$ cat config.mk
export PLATFORM = sky130hd
export DESIGN_NAME = instr_fetch_unit
export DESIGN_NICKNAME = d
export VERILOG_FILES = /design/src/rtl/instr_fetch_unit.sv
export SDC_FILE = /design/constraint.sdc
export NUM_CORES = 1
export LEC_CHECK = 0
export CAP_MARGIN = 30
export CORE_MARGIN = 1
export CORE_UTILIZATION = 35
export CTS_BUF_LIST = sky130_fd_sc_hd__clkbuf_16
export CTS_CLUSTER_DIAMETER = 80
export CTS_CLUSTER_SIZE = 30
export DETAILED_ROUTE_END_ITERATION = 12
export PLACE_DENSITY = 0.59
export SETUP_SLACK_MARGIN = 0.3
export SLEW_MARGIN = 20
export SYNTH_ARGS = -nofsm -noshare
export SYNTH_HDL_FRONTEND = slang
export SYNTH_SLANG_ARGS = --single-unit
export TNS_END_PERCENT = 1
$ cat constraint.sdc
create_clock -name clk -period 7.4 [get_ports clk]
set_input_delay 1.48 -clock clk [delete_from_list [all_inputs] [get_ports clk]]
set_output_delay 1.48 -clock clk [all_outputs]
set_load 0.05 [all_outputs]
$ cat src/rtl/instr_fetch_unit.sv
// Fetch stage in front of the MIPS decode/execute datapath.
// Issues sequential word fetches to a handshaked instruction memory, buffers the returned
// words with their PCs in a small prefetch FIFO and hands {pc, instr} to decode.
// A redirect flushes the FIFO and marks every in-flight response as stale.
module instr_fetch_unit #(
   parameter int unsigned           ADDR_W   = 32,
   parameter int unsigned           DATA_W   = 32,
   parameter int unsigned           DEPTH    = 4,
   parameter logic [ADDR_W-1:0]     RESET_PC = '0
) (
   input  logic              clk,
   input  logic              rst_n,
   output logic              imem_req,
   output logic [ADDR_W-1:0] imem_addr,
   input  logic              imem_gnt,
   input  logic              imem_rvalid,
   input  logic [DATA_W-1:0] imem_rdata,
   input  logic              redirect_valid,
   input  logic [ADDR_W-1:0] redirect_pc,
   output logic              if_valid,
   output logic [ADDR_W-1:0] if_pc,
   output logic [DATA_W-1:0] if_instr,
   input  logic              id_ready
);

   localparam int unsigned PTR_W = (DEPTH > 1) ? $clog2(DEPTH) : 1;
   localparam int unsigned CNT_W = PTR_W + 1;
   localparam logic [CNT_W:0]  DEPTH_LIMIT = (CNT_W + 1)'(DEPTH);
   localparam logic [ADDR_W-1:0] PC_STEP   = ADDR_W'(4);
   localparam logic [ADDR_W-1:0] ALIGN_MASK = ~ADDR_W'(3);

   logic [ADDR_W-1:0] fetch_pc;
   logic [ADDR_W-1:0] resp_pc;
   logic [CNT_W-1:0]  outstanding;
   logic [CNT_W-1:0]  discard;
   logic [CNT_W-1:0]  count;
   logic [PTR_W-1:0]  head;
   logic [PTR_W-1:0]  tail;

   logic [ADDR_W-1:0] pc_mem    [DEPTH];
   logic [DATA_W-1:0] instr_mem [DEPTH];

   logic [CNT_W:0]    in_use;
   logic [ADDR_W-1:0] redirect_aligned;
   logic              issue;
   logic              push;
   logic              pop;
   logic [CNT_W-1:0]  issue_inc;
   logic [CNT_W-1:0]  rvalid_dec;
   logic [CNT_W-1:0]  push_inc;
   logic [CNT_W-1:0]  pop_dec;

   // Credit covers both words already buffered and words still in flight, so a returning
   // response always finds a free FIFO slot; a pop in the same cycle earns no credit.
   assign in_use           = {1'b0, outstanding} + {1'b0, count};
   assign imem_req         = rst_n && !redirect_valid && (in_use < DEPTH_LIMIT);
   assign imem_addr        = fetch_pc;
   assign redirect_aligned = redirect_pc & ALIGN_MASK;

   assign issue = imem_req && imem_gnt;
   assign push  = imem_rvalid && (discard == '0) && !redirect_valid;
   assign pop   = if_valid && id_ready && !redirect_valid;

   assign issue_inc  = CNT_W'(issue);
   assign rvalid_dec = CNT_W'(imem_rvalid);
   assign push_inc   = CNT_W'(push);
   assign pop_dec    = CNT_W'(pop);

   // Decode sees only registered FIFO state; an empty FIFO presents zeros.
   assign if_valid = (count != '0);
   assign if_pc    = if_valid ? pc_mem[head]    : '0;
   assign if_instr = if_valid ? instr_mem[head] : '0;

   // Fetch/response PCs, credit counters and FIFO pointers; redirect overrides everything else.
   always_ff @(posedge clk or negedge rst_n) begin
      if (!rst_n) begin
         fetch_pc    <= RESET_PC;
         resp_pc     <= RESET_PC;
         outstanding <= '0;
         discard     <= '0;
         count       <= '0;
         head        <= '0;
         tail        <= '0;
      end else if (redirect_valid) begin
         fetch_pc    <= redirect_aligned;
         resp_pc     <= redirect_aligned;
         outstanding <= outstanding - rvalid_dec;
         discard     <= outstanding - rvalid_dec;
         count       <= '0;
         head        <= '0;
         tail        <= '0;
      end else begin
         if (issue) begin
            fetch_pc <= fetch_pc + PC_STEP;
         end
         outstanding <= outstanding + issue_inc - rvalid_dec;
         if (imem_rvalid && (discard != '0)) begin
            discard <= discard - 1'b1;
         end
         if (push) begin
            tail    <= tail + 1'b1;
            resp_pc <= resp_pc + PC_STEP;
         end
         if (pop) begin
            head <= head + 1'b1;
         end
         count <= count + push_inc - pop_dec;
      end
   end

   // FIFO payload storage; contents are only visible through the count-gated head read.
   always_ff @(posedge clk) begin
      if (push) begin
         pc_mem[tail]    <= resp_pc;
         instr_mem[tail] <= imem_rdata;
      end
   end

   // A response with nothing in flight means the memory side broke the handshake contract.
   rvalid_needs_outstanding: assert property (
      @(posedge clk) disable iff (!rst_n) imem_rvalid |-> (outstanding != '0)
   );

endmodule

# Word level (Yosys, flattened, before mapping)
# Memory sizes are Yosys's and may differ from the RTL's.
# Cells that the tools add are included.
# totals
latchBits	0
ram_bits	256
mem_count	2
output_inout_bits	98
word_cells	53
regBits	77
rom_bits	0
# op_classes
n_eq_ne	0
n_addsub	11
reduce_logical	16
div_mod_pow	0
mux	16
bitwise	0
order_cmp	1
shifts	0
n_mul	0
# mem_list
memory	words	width	read_ports	rd_ports_with_merged_regs	wr	line_no	text
instr_mem	4	32	1	0	1	41	logic [DATA_W-1:0] instr_mem [DEPTH];
pc_mem	4	32	1	0	1	40	logic [ADDR_W-1:0] pc_mem [DEPTH];
# op_table
op	n
$mux W32	6
$add A32 B3 Y32 const B	2
$mux W3	4
$sub A3 B1 Y3	3
$logic_and A1 B1 Y1	8
$mux W2	4
$reduce_bool A2 Y1	4
$add A3 B1 Y3	2
$reduce_bool A3 Y1	2
$add A2 B1 Y2 const B	2
$add A3 B3 Y4	1
$lt A4 B3 Y1 const B	1
$logic_not A3 Y1	1
$sub A3 B1 Y3 const B	1
$mux W1	2
$logic_not A1 Y1	1

# Depth between registers and ports, before layout
# depth
word_depth	7
depth_mapped	13
depth_no_buf	12

# Worst setup path after synthesis
# No wires, ideal clock.
# synth_path
kind	input-to-output
start	input redirect_valid
end	output imem_req
slack_ps	2738
required_ps	5920
cell_stages	4
arrival_ps	3182
path_cell_list	clkbuf_1 clkbuf_1 clkbuf_1 nor3_1
# synth_via
elab_chain_len	3
# synth_rtl
element	line_no	text
from (decl)	18	input logic redirect_valid,
$logic_not A1 Y1	56	assign imem_req = rst_n && !redirect_valid && (in_use < DEPTH_LIMIT);
$logic_and A1 B1 Y1 (2 in a row)	56	
to (decl)	13	output logic imem_req,
# Every way passes these cells.

# Worst setup path in the final report
# layout_path
start	input rst_n
end	output imem_req
# layout_via
elab_chain_len	2
# layout_rtl
element	line_no	text
from (decl)	12	input logic rst_n,
$logic_and A1 B1 Y1 (2 in a row)	56	
# Every way passes these cells.

==> results.yml <==
run_status:
  outcome: "complete, no violations"
route:
  antenna_left: 0
  drt_wl_total_um: 29180
  drc: 0
  drt_iter0_drc: 362
  via_count: 7738
  viasPerCell: 5.041
  drt_pre_antenna_iters: 4
  avgRoutedWirePerCell_um: 19.01
sta:
  finalSetupViolations: 0
  rsz0062_at_grt: "no"
  tightest_slew_ps: 860.8
  period_share: 0.6951
  drv_slew: 0
  hold_viol_final: 0
  maxSlewHeadroom: 0.4261
  setup_tns_ps: 0
  min_period_ps: 5144
  fin_ws_ps: 2256
  fmax_ghz: 0.1944
  clock_skew_ps: 24.89
  hold_slack_ps: 540.2
floorplanning:
  core_area_sq_mm: 0.03793
  io_pins: 168
  start_util: 0.3579
  rows: 71
  die-area_sq_mm: 0.03958
  die_h_um: 198.9
  die_width_um: 198.9
cts:
  worst_skew_pair.late_latency_ps: 520
  clk_pin_slew_ps: 110
  clk_path_buf_depth: 3
  cts_resized: 0
  cts_sinks: 321
  hold_buffers: 0
  cts_tree: "built"
  clock-root-buffer: "clkbuf_16"
  cts_buffers: 18
  cts_max_level: 1
  post_cts_buffers: 0
synthesis:
  syn_avg_cell_area_sq_um: 15.75
  syn_area_sq_mm: 0.01357
  ys_seq_elements: 321
  yosysSeqAreaShare: 0.6832
  ys_warn_count: 0
  async_reset_ff_frac: 0.2274
  synth_ff_type: "edfxtp_1"
  synth_cell_type_count: 46
  synth_edf_count: 248
  synthCells: 862
place:
  globalplace.congestion: 0.7981
  place_ws_ps: 2274
  hpwlAfterDp_um: 18680
  io_buffer_count: 161
  dp.cells: 1501
global_route:
  grt_usage: 0.1510
  grt_pass1_vias: 7783
  grt_pass1_wl_um: 45860
  overflow: 0
  antenna_found_initial: 0
  grt_max_degree: 66
pwr:
  power_w: 0.005075
  p_leak_nw: 5.486
  p_per_area_mw_per_mm2: 309.1
  ir_drop_mv: 0.1312
layout:
  drive_gt1_frac: 0.1279
  syn_to_final_growth_pct: 20.94
  final_nets: 1100
  layoutNonFillerInstCount: 1535
  fill_cells: 3437
  final_common_cell: "edfxtp_1"
  antenna_cells: 0
  final_cell_mix: "edfxtp_1, clkdlybuf4s50_1, dfrtp_1, and2_1, mux4_2"
setup_path:
  cp.arrival_ps: 3660
  worstPathRequired_ps: 5920
  critPathKind: "input port to output port"
  cp-start-kind: "input port"
  worstPathMaxFanout: 33
  end_kind: "output port"
job:
  drv_cap: 0
worst_hold_path:
  hold_path_class: "register to register"
## power by group
group / switching, W / internal [W] / total, W
logic: 0.00105 / 0.000680 / 0.00173
registers: 0.000155 / 0.00205 / 0.00220
clock network: 0.000635 / 0.000511 / 0.00115
total: 0.00184 / 0.00324 / 0.00508
## state kept, by name, indices dropped and copies added, names as in the netlist
signal and count:
count 3, resp_pc 30, pc_mem 120, tail 2, outstanding 3, instr_mem 128
head 2, discard 3, imem_addr 30
## per-stage QoR
step	util	area (sq um)
floorplan	-	13590
detailed placement	0.4152	15750
global route	0.4328	16420
CTS	0.4319	16380
finish	0.4328	16420
global placement	0.4140	15700
## metal layers
layer / up-vias / global-route usage / wire length (um)
met5: - / 0 / 0
met4: 0 / 0.02536 / 317
met3: 20 / 0.02289 / 1541
met2: 209 / 0.2413 / 13390
met1: 3930 / 0.2202 / 13930
li1: 3579 / - / -
## cell families (layout without fill, tap and decap cells)
| group | count (synthesis) | after routing | share of synthesized area |
|---|---|---|---|
| AO/OA/AOI/OAI | 84 | 84 | 0.03761 |
| XOR/XNOR | 42 | 42 | 0.02710 |
| adder cells (fa/ha/maj) | 18 | 18 | 0.01770 |
| buffers and inverters | 67 | 226 | 0.02074 |
| flip-flops | 321 | 321 | 0.6832 |
| multiplexers | 69 | 69 | 0.1084 |
| other | 1 | 4 | 0.0002763 |
| AND/OR/NAND/NOR | 260 | 260 | 0.1050 |
## final cells by class
type | count | area, sq um | area share
inverter | 17 | 63.81 | 0.003887
timing repair buffer | 177 | 1764 | 0.1075
clock buffer | 19 | 475.5 | 0.02896
multi-input combinational | 477 | 4036 | 0.2459
clock inverter | 13 | 158.9 | 0.009679
sequential | 321 | 9279 | 0.5652
tap | 511 | 639.4 | 0.03895
## worst paths after layout
kind | startpoint | endpoint | slack, ps | depth (start not counted)
min in group asynchronous | rst_n | imem_addr[31] | 980 | 2
worst min register to register | outstanding[2] | outstanding[2] | 540 | 1
worst min-delay path | outstanding[2] | outstanding[2] | 540 | 1
max in group asynchronous | rst_n | head[0] | 5470 | 3
worst max register to register | outstanding[2] | outstanding[2] | 4110 | 11
worst max-delay path | rst_n | imem_req | 2260 | 5
## critical path, cell delays in order
cell	delay [ps]
buf_2	70
buf_4	370
or4b_4	540
nor3_1	310
clkdlybuf4s50_1	870
## Yosys cell counts, types with 13 or more instances
| library cell | n | area (sq um) |
|---|---|---|
| mux4_2 | 62 | 1396 |
| xor2_1 | 29 | 254.0 |
| inv_1 | 15 | 56.30 |
| nand3_1 | 32 | 160.2 |
| clkbuf_1 | 32 | 120.1 |
| xnor2_1 | 13 | 113.9 |
| o21ai_0 | 40 | 200.2 |
| nand2_1 | 51 | 191.4 |
| and3_1 | 14 | 87.58 |
| and2_1 | 68 | 425.4 |
| edfxtp_1 | 248 | 7447 |
| nand4_1 | 30 | 187.7 |
| ha_1 | 16 | 200.2 |
| nor2_1 | 31 | 116.4 |
| a21oi_1 | 13 | 65.06 |
| dfrtp_1 | 73 | 1827 |
No activity file was read; power rests on OpenSTA's default activity.
